## src/rtl/shift_sequencer_if.sv

```systemverilog
`timescale 1ns/1ps
// shift_sequencer_if: control and req/fin handshake bundle between sequencer and shift register.
// Latency: none, wires only.
// Backpressure: fin signals from the register pace each operation; start is ignored while busy.
interface shift_sequencer_if #(
   parameter int SHW = 6
);
   logic           start;
   logic [SHW-1:0] shiftAmt;
   logic           busy;
   logic           done;
   logic           err;
   logic           saveReq;
   logic           saveFin;
   logic           rightReq;
   logic           rightFin;

   // Sequencer side.
   modport master (
      input  start, shiftAmt, saveFin, rightFin,
      output busy, done, err, saveReq, rightReq
   );

   // Caller and shift-register side.
   modport slave (
      output start, shiftAmt, saveFin, rightFin,
      input  busy, done, err, saveReq, rightReq
   );
endinterface

```

## src/rtl/shift_sequencer.sv

```systemverilog
`timescale 1ns/1ps
// shift_sequencer: issues one save then N right-shift requests to an async req/fin shift register.
// Latency: start seen in cycle t0 -> done in cycle t0+1+(N+1)*(2*HOLD+1) when fin returns promptly.
// Backpressure: each op holds req until synced fin; start is ignored while busy.
// Optional feature macro SHIFT_SEQ_TIMEOUT_EN: bounds each WAIT by TIMEOUT cycles, adds sticky err.
module shift_sequencer #(
   parameter int Width   = 32,
   parameter int SHW     = 6,
   parameter int HOLD    = 4,
   parameter int TIMEOUT = 255
) (
   input  logic              clk,
   input  logic              rst_n,
   shift_sequencer_if.master ifc
);
   localparam int             HCW       = $clog2(HOLD);
   localparam logic [HCW-1:0] HOLD_LAST = HCW'(HOLD - 1);
   localparam logic [SHW-1:0] WIDTH_MAX = SHW'(Width);

   // Elaboration-time parameter sanity checks.
   if (HOLD < 4) begin : g_hold_chk
      $error("shift_sequencer: HOLD must be at least 4");
   end
   if ((2 ** SHW) <= Width) begin : g_shw_chk
      $error("shift_sequencer: SHW too narrow to hold Width");
   end
   if (TIMEOUT < 1) begin : g_timeout_chk
      $error("shift_sequencer: TIMEOUT must be at least 1");
   end

   // S_ERR is only reachable when the timeout feature is built in.
   typedef enum logic [2:0] {S_IDLE, S_REQ, S_WAIT, S_LOW, S_DONE, S_ERR} state_t;
   typedef enum logic {OP_SAVE, OP_SHIFT} op_t;

   state_t         state_q, state_d;
   op_t            op_q, op_d;
   logic [SHW-1:0] rem_q, rem_d, rem_dec, amt_clamped;
   logic [HCW-1:0] cnt_q, cnt_d;
   logic [1:0]     save_sync_q, right_sync_q;
   logic           fin_sync;
   logic           timed_out;
   logic           busy_q, busy_d;
   logic           done_q, done_d;
   logic           save_req_q, save_req_d;
   logic           right_req_q, right_req_d;

`ifdef SHIFT_SEQ_TIMEOUT_EN
   localparam int             TOW     = $clog2(TIMEOUT + 1);
   localparam logic [TOW-1:0] TO_LAST = TOW'(TIMEOUT - 1);
   logic [TOW-1:0] to_cnt_q, to_cnt_d;
   logic           err_q, err_d;

   assign timed_out = (state_q == S_WAIT) && (to_cnt_q == TO_LAST);
   assign ifc.err   = err_q;
`else
   assign timed_out = 1'b0;
   assign ifc.err   = 1'b0;
`endif

   // Requests larger than the register width would only shift in zeros; stop at Width.
   assign amt_clamped = (ifc.shiftAmt > WIDTH_MAX) ? WIDTH_MAX : ifc.shiftAmt;
   // Remaining-shift count after the op that just finished (save ops do not consume one).
   assign rem_dec     = (op_q == OP_SHIFT) ? (rem_q - SHW'(1)) : rem_q;
   // Completion is judged on the fin belonging to the op in flight.
   assign fin_sync    = (op_q == OP_SAVE) ? save_sync_q[1] : right_sync_q[1];

   assign ifc.busy     = busy_q;
   assign ifc.done     = done_q;
   assign ifc.saveReq  = save_req_q;
   assign ifc.rightReq = right_req_q;

   // Next-state logic and next values for the registered outputs.
   always_comb begin
      state_d = state_q;
      op_d    = op_q;
      rem_d   = rem_q;
      cnt_d   = cnt_q;
      case (state_q)
         S_IDLE, S_ERR: begin
            if (ifc.start) begin
               rem_d   = amt_clamped;
               op_d    = OP_SAVE;
               cnt_d   = '0;
               state_d = S_REQ;
            end
         end
         S_REQ: begin
            // Fin may still be high from the previous op; ignore it for HOLD cycles.
            if (cnt_q == HOLD_LAST) begin
               cnt_d   = '0;
               state_d = S_WAIT;
            end else begin
               cnt_d = cnt_q + HCW'(1);
            end
         end
         S_WAIT: begin
            if (fin_sync) begin
               cnt_d   = '0;
               state_d = S_LOW;
            end else if (timed_out) begin
               state_d = S_ERR;
            end
         end
         S_LOW: begin
            if (cnt_q == HOLD_LAST) begin
               cnt_d = '0;
               rem_d = rem_dec;
               if (rem_dec == '0) begin
                  state_d = S_DONE;
               end else begin
                  op_d    = OP_SHIFT;
                  state_d = S_REQ;
               end
            end else begin
               cnt_d = cnt_q + HCW'(1);
            end
         end
         S_DONE:  state_d = S_IDLE;
         default: state_d = S_IDLE;
      endcase

      save_req_d  = ((state_d == S_REQ) || (state_d == S_WAIT)) && (op_d == OP_SAVE);
      right_req_d = ((state_d == S_REQ) || (state_d == S_WAIT)) && (op_d == OP_SHIFT);
      busy_d      = (state_d == S_REQ) || (state_d == S_WAIT) ||
                    (state_d == S_LOW) || (state_d == S_DONE);
      done_d      = (state_d == S_DONE);
   end

`ifdef SHIFT_SEQ_TIMEOUT_EN
   // WAIT-cycle counter, restarted whenever a new request phase begins.
   always_comb begin
      to_cnt_d = to_cnt_q;
      if (state_q == S_WAIT) begin
         to_cnt_d = to_cnt_q + TOW'(1);
      end else if (state_d == S_REQ) begin
         to_cnt_d = '0;
      end
      err_d = (state_d == S_ERR);
   end

   // Timeout counter and sticky error flag.
   always_ff @(posedge clk) begin
      if (!rst_n) begin
         to_cnt_q <= '0;
         err_q    <= 1'b0;
      end else begin
         to_cnt_q <= to_cnt_d;
         err_q    <= err_d;
      end
   end
`endif

   // State, counters, fin synchronisers and registered outputs.
   always_ff @(posedge clk) begin
      if (!rst_n) begin
         state_q      <= S_IDLE;
         op_q         <= OP_SAVE;
         rem_q        <= '0;
         cnt_q        <= '0;
         save_sync_q  <= '0;
         right_sync_q <= '0;
         busy_q       <= 1'b0;
         done_q       <= 1'b0;
         save_req_q   <= 1'b0;
         right_req_q  <= 1'b0;
      end else begin
         state_q      <= state_d;
         op_q         <= op_d;
         rem_q        <= rem_d;
         cnt_q        <= cnt_d;
         save_sync_q  <= {save_sync_q[0], ifc.saveFin};
         right_sync_q <= {right_sync_q[0], ifc.rightFin};
         busy_q       <= busy_d;
         done_q       <= done_d;
         save_req_q   <= save_req_d;
         right_req_q  <= right_req_d;
      end
   end
endmodule

```

## src/flat_wrapper.sv

```systemverilog
// flat-port wrapper written by rule: the top's interface ports become plain ports
module shift_sequencer_flat 
#(
   parameter int Width   = 32,
   parameter int SHW     = 6,
   parameter int HOLD    = 4,
   parameter int TIMEOUT = 255
)
  (clk, rst_n, ifc_start, ifc_shiftAmt, ifc_saveFin, ifc_rightFin, ifc_busy, ifc_done, ifc_err, ifc_saveReq, ifc_rightReq);
  shift_sequencer_if #(.SHW(SHW)) ifc_i ();
  input  logic clk;
  input  logic rst_n;
  input wire logic [$bits(ifc_i.start)-1:0] ifc_start;
  input wire logic [$bits(ifc_i.shiftAmt)-1:0] ifc_shiftAmt;
  input wire logic [$bits(ifc_i.saveFin)-1:0] ifc_saveFin;
  input wire logic [$bits(ifc_i.rightFin)-1:0] ifc_rightFin;
  output wire logic [$bits(ifc_i.busy)-1:0] ifc_busy;
  output wire logic [$bits(ifc_i.done)-1:0] ifc_done;
  output wire logic [$bits(ifc_i.err)-1:0] ifc_err;
  output wire logic [$bits(ifc_i.saveReq)-1:0] ifc_saveReq;
  output wire logic [$bits(ifc_i.rightReq)-1:0] ifc_rightReq;
  assign ifc_i.start = ifc_start;
  assign ifc_i.shiftAmt = ifc_shiftAmt;
  assign ifc_i.saveFin = ifc_saveFin;
  assign ifc_i.rightFin = ifc_rightFin;
  assign ifc_busy = ifc_i.busy;
  assign ifc_done = ifc_i.done;
  assign ifc_err = ifc_i.err;
  assign ifc_saveReq = ifc_i.saveReq;
  assign ifc_rightReq = ifc_i.rightReq;
  shift_sequencer #(.Width(Width), .SHW(SHW), .HOLD(HOLD), .TIMEOUT(TIMEOUT)) u_core (.clk(clk), .rst_n(rst_n), .ifc(ifc_i));
endmodule
```

## config.mk

```make
export PLATFORM = sky130hd
export DESIGN_NAME = shift_sequencer_flat
export DESIGN_NICKNAME = d
export VERILOG_FILES = /design/src/rtl/shift_sequencer_if.sv /design/src/rtl/shift_sequencer.sv /design/src/flat_wrapper.sv
export SDC_FILE = /design/constraint.sdc
export NUM_CORES = 1
export LEC_CHECK = 0
export BUFFER_PORTS_ARGS = -buffer_cell sky130_fd_sc_hd__buf_2
export CAP_MARGIN = 20
export CORE_MARGIN = 2
export CORE_UTILIZATION = 55
export DETAILED_ROUTE_END_ITERATION = 16
export GPL_TIMING_DRIVEN = 0
export HOLD_SLACK_MARGIN = 0.15
export PLACE_DENSITY = 0.82
export SKIP_LAST_GASP = 1
export SYNTH_ARGS = -nofsm -noshare
export SYNTH_HDL_FRONTEND = slang
export SYNTH_SLANG_ARGS = --single-unit
```

## constraint.sdc

```tcl
create_clock -name clk -period 2.2 [get_ports clk]
set_input_delay 0.33 -clock clk [delete_from_list [all_inputs] [get_ports clk]]
set_output_delay 0.33 -clock clk [all_outputs]
set_load 0.05 [all_outputs]
```

==> results.toml, run 1 <==
[run_status]
status = "finished, final reports clean"

[clocking]
cts_buffer_depth = 2
ctsResizeCount = 0
cts.clk_slew.worst_paths_ns = 0.12
cts.sinks = 20
root_buffer = "clkbuf_4"
h-tree-depth = 1
cts_setup_buffers = 0
worstSkewPairLatency_ns = 0.32
postCtsHoldBufs = 0
tritoncts = "done"
cts_buffers = 3

[timing]
clock-skew-final_ns = 0.0108
period_share_pct = 86.3
fmax_ghz = 0.527
hold_viol = 0
rsz0062_at_grt = "false"
slew_viol_final = 0
fin_tns_setup_ns = 0
period_minus_slack_ns = 1.90
setup_viol = 0

[logic_synthesis]
synthFlopType = "dfxtp_1"
syn_area_per_cell_sq_um = 8.73
synth_top_cell_by_area = "dfxtp_1"
synth_edf_count = 0
syn-cell-area_sq_um = 1130
seq_area_frac_synth_pct = 35.6
yosysWarnings = 0
netlist_instances = 129
synthArstFlopShare_pct = 0
synth_seq_cells = 20
yosysTopAreaCellShare_pct = 35.6
syn-num-nets = 142
yosys-top-cells-area = "dfxtp_1, nor2_1, o21ai_0"
synth_cell_type_count = 44

[cells_and_area]
fin_nets = 161
multiInputGateArea_sq_um = 666
drive_gt1_share_pct = 23.1
antenna_cells = 0
fillers = 165
area_growth_pct = 13.9
seqCellArea_sq_um = 400

[power_and_ir_drop]
total_power_mw = 0.853
leakagePower_nw = 0.503
peakVddDrop_mv = 0.514
p_per_area_nw_per_um2 = 665

[floorplanning]
floorplan.rows = 16
die_area_sq_um = 2430
core_sq_um = 1940
start_util_pct = 58.0
pin_count = 16
fp.dieH_um = 49.3
die_w_um = 49.3

[min_path]
worstHoldStart = "ifc_rightFin"
hp-class = "input port to flop"

[worst_setup_path]
end_kind = "flop"
timing.rr.start = "u_core.rem_q[0]$_SDFFE_PN0P_"
worst_path_max_delay_cell = "dfxtp_1"
cp-start-kind = "flop"
crit_chain = "inv_1 > ha_1 > nand4b_1 > o22ai_4 > a21oi_2 > o21a_1 > nor4b_2"
crit_fanout = 5
slowest_delay_ns = 0.44
cp_data_required_time_ns = 2.44
path_class = "flop to flop"
cp.arrival_ns = 2.14
startpoint = "u_core.rem_q[0]$_SDFFE_PN0P_"

[flow_run]
cap_violations = 0

[global_route]
grt_pass1_wl_um = 4000
antenna_found_initial = 0
grt_pass1_vias = 905
grt_max_degree = 13
grt_overflow_total = 0
gr-usage-all-layers_pct = 21.6

[detailed_routing]
wl_per_cell_um = 13.9
drtPass1Iterations = 5
vias_per_cell = 5.76
drtAntennaViolNets = 0
drc = 0
drtIter0Drc = 35
vias = 1002
finalWirelength_um = 2410

[placement]
hpwl_um = 1670
portBuffers = 14
gp_congestion = 0.831
==> layer usage <==
layer / global-route usage, % / vias up / wire, um
li1: - / 497 / -
met1: 27.4 / 454 / 1050
met2: 34.7 / 43 / 1140
met3: 5.52 / 8 / 173
met4: 9.05 / 0 / 54
met5: 0 / - / 0
==> cell type report <==
class	instances	area share (%)
well taps	27	2.63
plain buffers	8	2.93
multi-input cells	95	51.9
clock inverters	1	2.34
flip-flops and latches	20	31.2
clock buffers	3	1.76
inverters	6	1.76
repair buffers	14	5.46
==> power by group <==
group / switching [mW] / leakage [nW] / internal [mW]
clock: 0.124 / 0.0279 / 0.184
combinational: 0.0834 / 0.311 / 0.0603
sequential: 0.0197 / 0.164 / 0.381
total: 0.227 / 0.503 / 0.626
==> metrics by stage <==
step	instance area [sq um]	util [%]	hold slack (ns)	instances	setup WS, ns
floorplan	1130	-	0.412	129	0.491
global placement	1230	63.3	0.413	170	0.368
detailed placement	1230	63.3	0.421	170	0.349
CTS	1280	66.0	0.202	174	0.283
global route	1280	66.0	0.202	174	0.176
finish	1280	66.0	0.200	174	0.302
==> cell usage after synthesis, types with 2 or more instances <==
cell      number
ha_1           2
nand2_1        7
nand3b_1       2
dfxtp_1       20
o31ai_1        2
nor3b_1        2
nand3_1        3
a21o_1         2
and2_1         5
a22oi_1        2
nand4b_1       2
buf_2          3
nor4b_2        2
a211oi_1       2
o211ai_1       3
o21ai_0        8
inv_1          6
clkbuf_1       4
nor2_1        16
a21oi_1        4
nor3_1         4
a31oi_1        3
xor2_1         4
==> critical path, delay by kind of cell, from the launching register on <==
| family | cells | cell delay [ns] |
|---|---|---|
| buf+inv | 1 | 0.09 |
| fa+ha+maj | 1 | 0.31 |
| simple gates | 2 | 0.41 |
| flops | 1 | 0.44 |
| compound gates | 3 | 0.59 |
==> cell families after synthesis <==
group                    after synthesis  synth area share (%)
AO/OA/AOI/OAI                         35                  22.8
XOR/XNOR                               6                  6.33
adder cells (fa/ha/maj)                2                  2.22
buffers and inverters                 14                  5.33
flip-flops                            20                  35.6
multiplexers                           1                  1.33
other                                  1                 0.333
AND/OR/NAND/NOR                       50                  26.1
==> state kept, by name (all words and copies together), names as in the netlist <==
signal / cells
u_core.op_q: 1
u_core.cnt_q: 2
u_core.right_sync_q: 2
u_core.rem_q: 6
u_core.ifc.rightReq: 1
u_core.ifc.saveReq: 1
u_core.save_sync_q: 2
u_core.ifc.done: 1
u_core.state_q: 3
u_core.ifc.busy: 1
==> cell usage in the layout, fill, tap and decap left out, types with 3 or more instances in the layout <==
master    Yosys  routed
xor2_1        4       4
a21oi_1       4       4
dfxtp_1      20      20
a31oi_1       3       3
o211ai_1      3       3
inv_1         6       6
o21ai_0       8       8
nand3_1       3       3
buf_2         3      17
nand2_1       7       7
nor3_1        4       4
clkbuf_4      0       3
and2_1        5       5
nor2_1       16      16
clkbuf_1      4       4
==> path summary, 6_finish.rpt <==
check	end	slack, ns	cells past startpoint
setup reg to reg	u_core.ifc.rightReq$_SDFF_PN0_	0.30	7
hold / removal	u_core.right_sync_q[0]$_SDFF_PN0_	0.20	2
setup / recovery	u_core.ifc.rightReq$_SDFF_PN0_	0.30	7
hold reg to reg	u_core.right_sync_q[1]$_SDFF_PN0_	0.45	1
No activity file was read; power rests on OpenSTA's default activity.
==> run 2, diff against run 1 <==
--- a/config.mk
+++ b/config.mk
@@ -7,10 +7,10 @@
 export LEC_CHECK = 0
 export BUFFER_PORTS_ARGS = -buffer_cell sky130_fd_sc_hd__buf_2
 export CAP_MARGIN = 20
-export CORE_MARGIN = 2
+export CORE_MARGIN = 5
 export CORE_UTILIZATION = 55
 export DETAILED_ROUTE_END_ITERATION = 16
-export GPL_TIMING_DRIVEN = 0
+export GPL_TIMING_DRIVEN = 1
 export HOLD_SLACK_MARGIN = 0.15
 export PLACE_DENSITY = 0.82
 export SKIP_LAST_GASP = 1
==> run 2 against run 1 <==
Compared with the run above:
- via count fell by 7.0%
- final area fell by 1.8%
- die area grew 26%
- critical endpoint unchanged
- highest routed layer is now met3
==> results.toml, run 2 (synthesis gave the netlist of run 1 again) <==
[worst_setup_path]
crit_fanout = 13
cp_data_required_time_ns = 2.43
end_kind = "flop"
path_class = "flop to flop"
cp.arrival_ns = 2.20
cp-start-kind = "flop"

[power_and_ir_drop]
leakagePower_nw = 0.489
peakVddDrop_mv = 0.508
p_per_area_nw_per_um2 = 664

[detailed_routing]
vias = 932
finalWirelength_um = 2150
drtPass1Iterations = 4
drc = 0
vias_per_cell = 5.55
drtIter0Drc = 18
wl_per_cell_um = 12.8
drtAntennaViolNets = 0

[clocking]
cts.clk_slew.worst_paths_ns = 0.11
cts_setup_buffers = 0
postCtsHoldBufs = 0
h-tree-depth = 1
ctsResizeCount = 0
cts.sinks = 20
worstSkewPairLatency_ns = 0.30
cts_buffer_depth = 2
root_buffer = "clkbuf_4"
cts_buffers = 3
tritoncts = "done"

[floorplanning]
start_util_pct = 57.4
fp.dieH_um = 55.3
floorplan.rows = 16
pin_count = 16
die_w_um = 55.3
die_area_sq_um = 3050
core_sq_um = 1960

[timing]
clock-skew-final_ns = 0.00269
setup_viol = 0
slew_viol_final = 0
period_share_pct = 89.8
period_minus_slack_ns = 1.98
fin_ws_ns = 0.224
whs_ns = 0.222
hold_viol = 0
rsz0062_at_grt = "false"
fmax_ghz = 0.506
fin_tns_setup_ns = 0

[placement]
portBuffers = 14
gp_congestion = 0.919
dpl-instance-area_sq_um = 1210
pre_cts_ws_ns = 0.235
hpwl_um = 1600

[cells_and_area]
area_growth_pct = 11.9
final_cell_mix = "dfxtp_1, nor2_1, buf_2, o21ai_0, nand2_1"
largest-register = "u_core.rem_q"
fin_nets = 155
fillers = 188
largest_reg_flops = 6
antenna_cells = 0
final_common_cell = "dfxtp_1"
stdcell_area_sq_um = 1260
drive_gt1_share_pct = 22.7
top_regs = "u_core.rem_q x6, u_core.state_q x3"

[run_status]
status = "finished, final reports clean"

[min_path]
hp-class = "input port to flop"

[global_route]
grt_pass1_wl_um = 3500
grt_overflow_total = 0
grt_pass1_vias = 795
gr-usage-all-layers_pct = 14.0
antenna_found_initial = 0
grt_max_degree = 16

[flow_run]
cap_violations = 0
run 2: metal layers:
layer / vias up / wire [um] / GRT usage [%]
met2: 21 / 948 / 20.9
met1: 427 / 1070 / 19.8
met4: 0 / 0 / 1.04
met3: 0 / 123 / 5.36
li1: 484 / - / -
met5: - / 0 / 0
run 2: worst paths after layout:
kind         slack [ns]  depth (start not counted)                                 to                        startpoint
max                0.22                          5     u_core.ifc.rightReq$_SDFF_PN0_            u_core.op_q$_SDFF_PN0_
min                0.22                          2  u_core.right_sync_q[0]$_SDFF_PN0_                      ifc_rightFin
max reg2reg        0.22                          5     u_core.ifc.rightReq$_SDFF_PN0_            u_core.op_q$_SDFF_PN0_
min reg2reg        0.44                          1   u_core.save_sync_q[1]$_SDFF_PN0_  u_core.save_sync_q[0]$_SDFF_PN0_
run 2: worst max-delay path, cell delays in order (launching register included):
cell and delay (ns):
dfxtp_1 0.57, nor4b_2 0.41, xnor2_1 0.26, o211ai_2 0.16, o21a_1 0.25, nor4b_2 0.26
run 2: power breakdown:
group	switching [mW]	total [mW]	leakage, nW	internal, mW
logic	0.0749	0.134	0.297	0.0588
clock network	0.115	0.299	0.0279	0.184
registers	0.0227	0.404	0.164	0.381
run 2: layout make-up:
class	count	area, sq um	area share (%)
Multi-Input combinational cell	95	666	52.8
Tap cell	27	33.8	2.68
Clock buffer	3	22.5	1.79
Inverter	6	22.5	1.79
Sequential cell	20	400	31.8
Clock inverter	1	30.0	2.38
Timing Repair Buffer	16	85.1	6.75
run 2: through the flow:
stage / utilization [%] / instances / total power [mW]
floorplan: - / 129 / 0.515
global placement: 61.5 / 164 / 0.541
detailed placement: 61.5 / 164 / 0.545
CTS: 64.2 / 168 / 0.847
global route: 64.2 / 168 / 0.880
finish: 64.2 / 168 / 0.837
==> run 3, diff against run 2 <==
==> constraint.sdc (replaced) <==
create_clock -name clk -period 2.5 [get_ports clk]
set_input_delay 0.375 -clock clk [delete_from_list [all_inputs] [get_ports clk]]
set_output_delay 0.375 -clock clk [all_outputs]
set_load 0.05 [all_outputs]
==> run 3 against run 2 <==
Compared with the run above:
- power decreased by 11%
- count of clock-buffer cells in the layout unchanged
- sequential cell count unchanged
- hold slack improved by 0.042 ns
- largest cell class unchanged
==> results.toml, run 3 (synthesis gave the netlist of run 1 again) <==
[worst_setup_path]
cp_num_cells = 5
crit_fanout = 13
end_kind = "flop"
timing.rr.start = "u_core.op_q$_SDFF_PN0_"
cp_data_required_time_ns = 2.73
worst_path_max_delay_cell = "dfxtp_1"
crit_chain = "nor4b_2 > xnor2_1 > o211ai_2 > o21a_1 > nor4b_2"
startpoint = "u_core.op_q$_SDFF_PN0_"
crit_end = "u_core.ifc.rightReq$_SDFF_PN0_"
cp.arrival_ns = 2.22
rrSetupSlack_ns = 0.51
cp-start-kind = "flop"
cpMostUsedCell = "nor4b_2"
slowest_delay_ns = 0.56
crit_buf_inv = 0
crit_family = "simple AND/OR/NAND/NOR gates"
path_class = "flop to flop"
r2r_cells = 5
r2r_end = "u_core.ifc.rightReq$_SDFF_PN0_"

[timing]
fmax_ghz = 0.503
whs_ns = 0.264
setup_viol = 0
rsz0062_at_grt = "false"
hold_viol = 0
slew_headroom_pct = 65.2
slew_viol_final = 0
fin_tns_setup_ns = 0
period_share_pct = 79.6
tightest_slew_ns = 0.521
period_minus_slack_ns = 1.99
clock-skew-final_ns = 0.000929

[cells_and_area]
largest-register = "u_core.rem_q"
fillers = 175
top_regs = "u_core.rem_q x6, u_core.state_q x3"
largest_reg_flops = 6
final_common_cell = "dfxtp_1"
antenna_cells = 0
area_growth_pct = 11.2
utilization_pct = 63.8
drive_gt1_share_pct = 22.1
final_cell_mix = "dfxtp_1, nor2_1, buf_2, o21ai_0, nand2_1"
fin_nets = 154

[floorplanning]
start_util_pct = 57.4
core_sq_um = 1960
die_w_um = 55.3
die_area_sq_um = 3050
floorplan.rows = 16
pin_count = 16
fp.dieH_um = 55.3

[clocking]
cts_setup_buffers = 0
root_buffer = "clkbuf_4"
tritoncts = "done"
cts.sinks = 20
h-tree-depth = 1
ctsResizeCount = 0
cts_buffer_depth = 2
cts.clk_slew.worst_paths_ns = 0.12
postCtsHoldBufs = 0
worstSkewPairLatency_ns = 0.30
cts_buffers = 3

[power_and_ir_drop]
p_sw_share_pct = 26.0
leakagePower_nw = 0.485
clockPowerShare_pct = 35.8
internal-power_mw = 0.549
p_comb_share_pct = 16.2
p_per_area_nw_per_um2 = 593
peakVddDrop_mv = 0.440
switchingPower_mw = 0.193
total_power_mw = 0.742
seqPwrFrac_pct = 48.0

[min_path]
hold_path_depth = 2
hp-class = "input port to flop"

[flow_run]
cap_violations = 0

[global_route]
antenna_found_initial = 0
grt_pass1_vias = 846
gr-usage-all-layers_pct = 15.4
grt_pass1_wl_um = 3770
grt_overflow_total = 0
grt_max_degree = 16

[placement]
portBuffers = 14
hpwl_um = 1570
gp_congestion = 0.922

[run_status]
status = "finished, final reports clean"

[detailed_routing]
finalWirelength_um = 2330
vias_per_cell = 5.59
drtIter0Drc = 33
drtAntennaViolNets = 0
drc = 0
wl_per_cell_um = 14.0
drtPass1Iterations = 4
vias = 933
[run 3: cell count changes in the layout (fill, tap and decap cells not counted)]
cell	delta
buf_4	-1
[run 3: worst min-delay path by stage]
stage / start / to / slack (ns)
floorplan: u_core.right_sync_q[0]$_SDFF_PN0_ / u_core.right_sync_q[1]$_SDFF_PN0_ / 0.41
global placement: u_core.right_sync_q[0]$_SDFF_PN0_ / u_core.right_sync_q[1]$_SDFF_PN0_ / 0.41
detailed placement: u_core.right_sync_q[0]$_SDFF_PN0_ / u_core.right_sync_q[1]$_SDFF_PN0_ / 0.42
CTS: ifc_saveFin / u_core.save_sync_q[0]$_SDFF_PN0_ / 0.26
global route: ifc_rightFin / u_core.right_sync_q[0]$_SDFF_PN0_ / 0.26
finish: ifc_rightFin / u_core.right_sync_q[0]$_SDFF_PN0_ / 0.26
[run 3: cell type report]
type                            instances  area [sq um]  area share, %
Timing Repair Buffer                   15          77.6           6.19
Inverter                                6          22.5           1.80
Multi-Input combinational cell         95           666           53.1
Tap cell                               27          33.8           2.70
Sequential cell                        20           400           32.0
Clock inverter                          1          30.0           2.40
Clock buffer                            3          22.5           1.80
[run 3: power by group through the flow]
stage	combinational (mW)	clock, mW	sequential (mW)
3_5_place_dp	0.118	0	0.362
4_1_cts	0.120	0.269	0.356
2_1_floorplan	0.0876	0	0.365
3_3_place_gp	0.114	0	0.362
6_report	0.120	0.266	0.356
5_1_grt	0.132	0.282	0.359
[run 3: metrics by stage]
stage	instances	area, sq um	setup slack [ns]
finish	167	1250	0.511
floorplan	129	1130	0.791
global placement	163	1200	0.671
global route	167	1250	0.303
detailed placement	163	1200	0.591
CTS	167	1250	0.520
[run 3: routing by layer]
metal	share of wire (%)	routed length, um	vias to the layer above	GRT usage, %
li1	-	-	487	-
met1	47	1110	417	20.7
met2	47	1090	24	24.0
met3	4.4	103	5	2.33
met4	1.5	34	0	7.29
met5	0	0	-	0
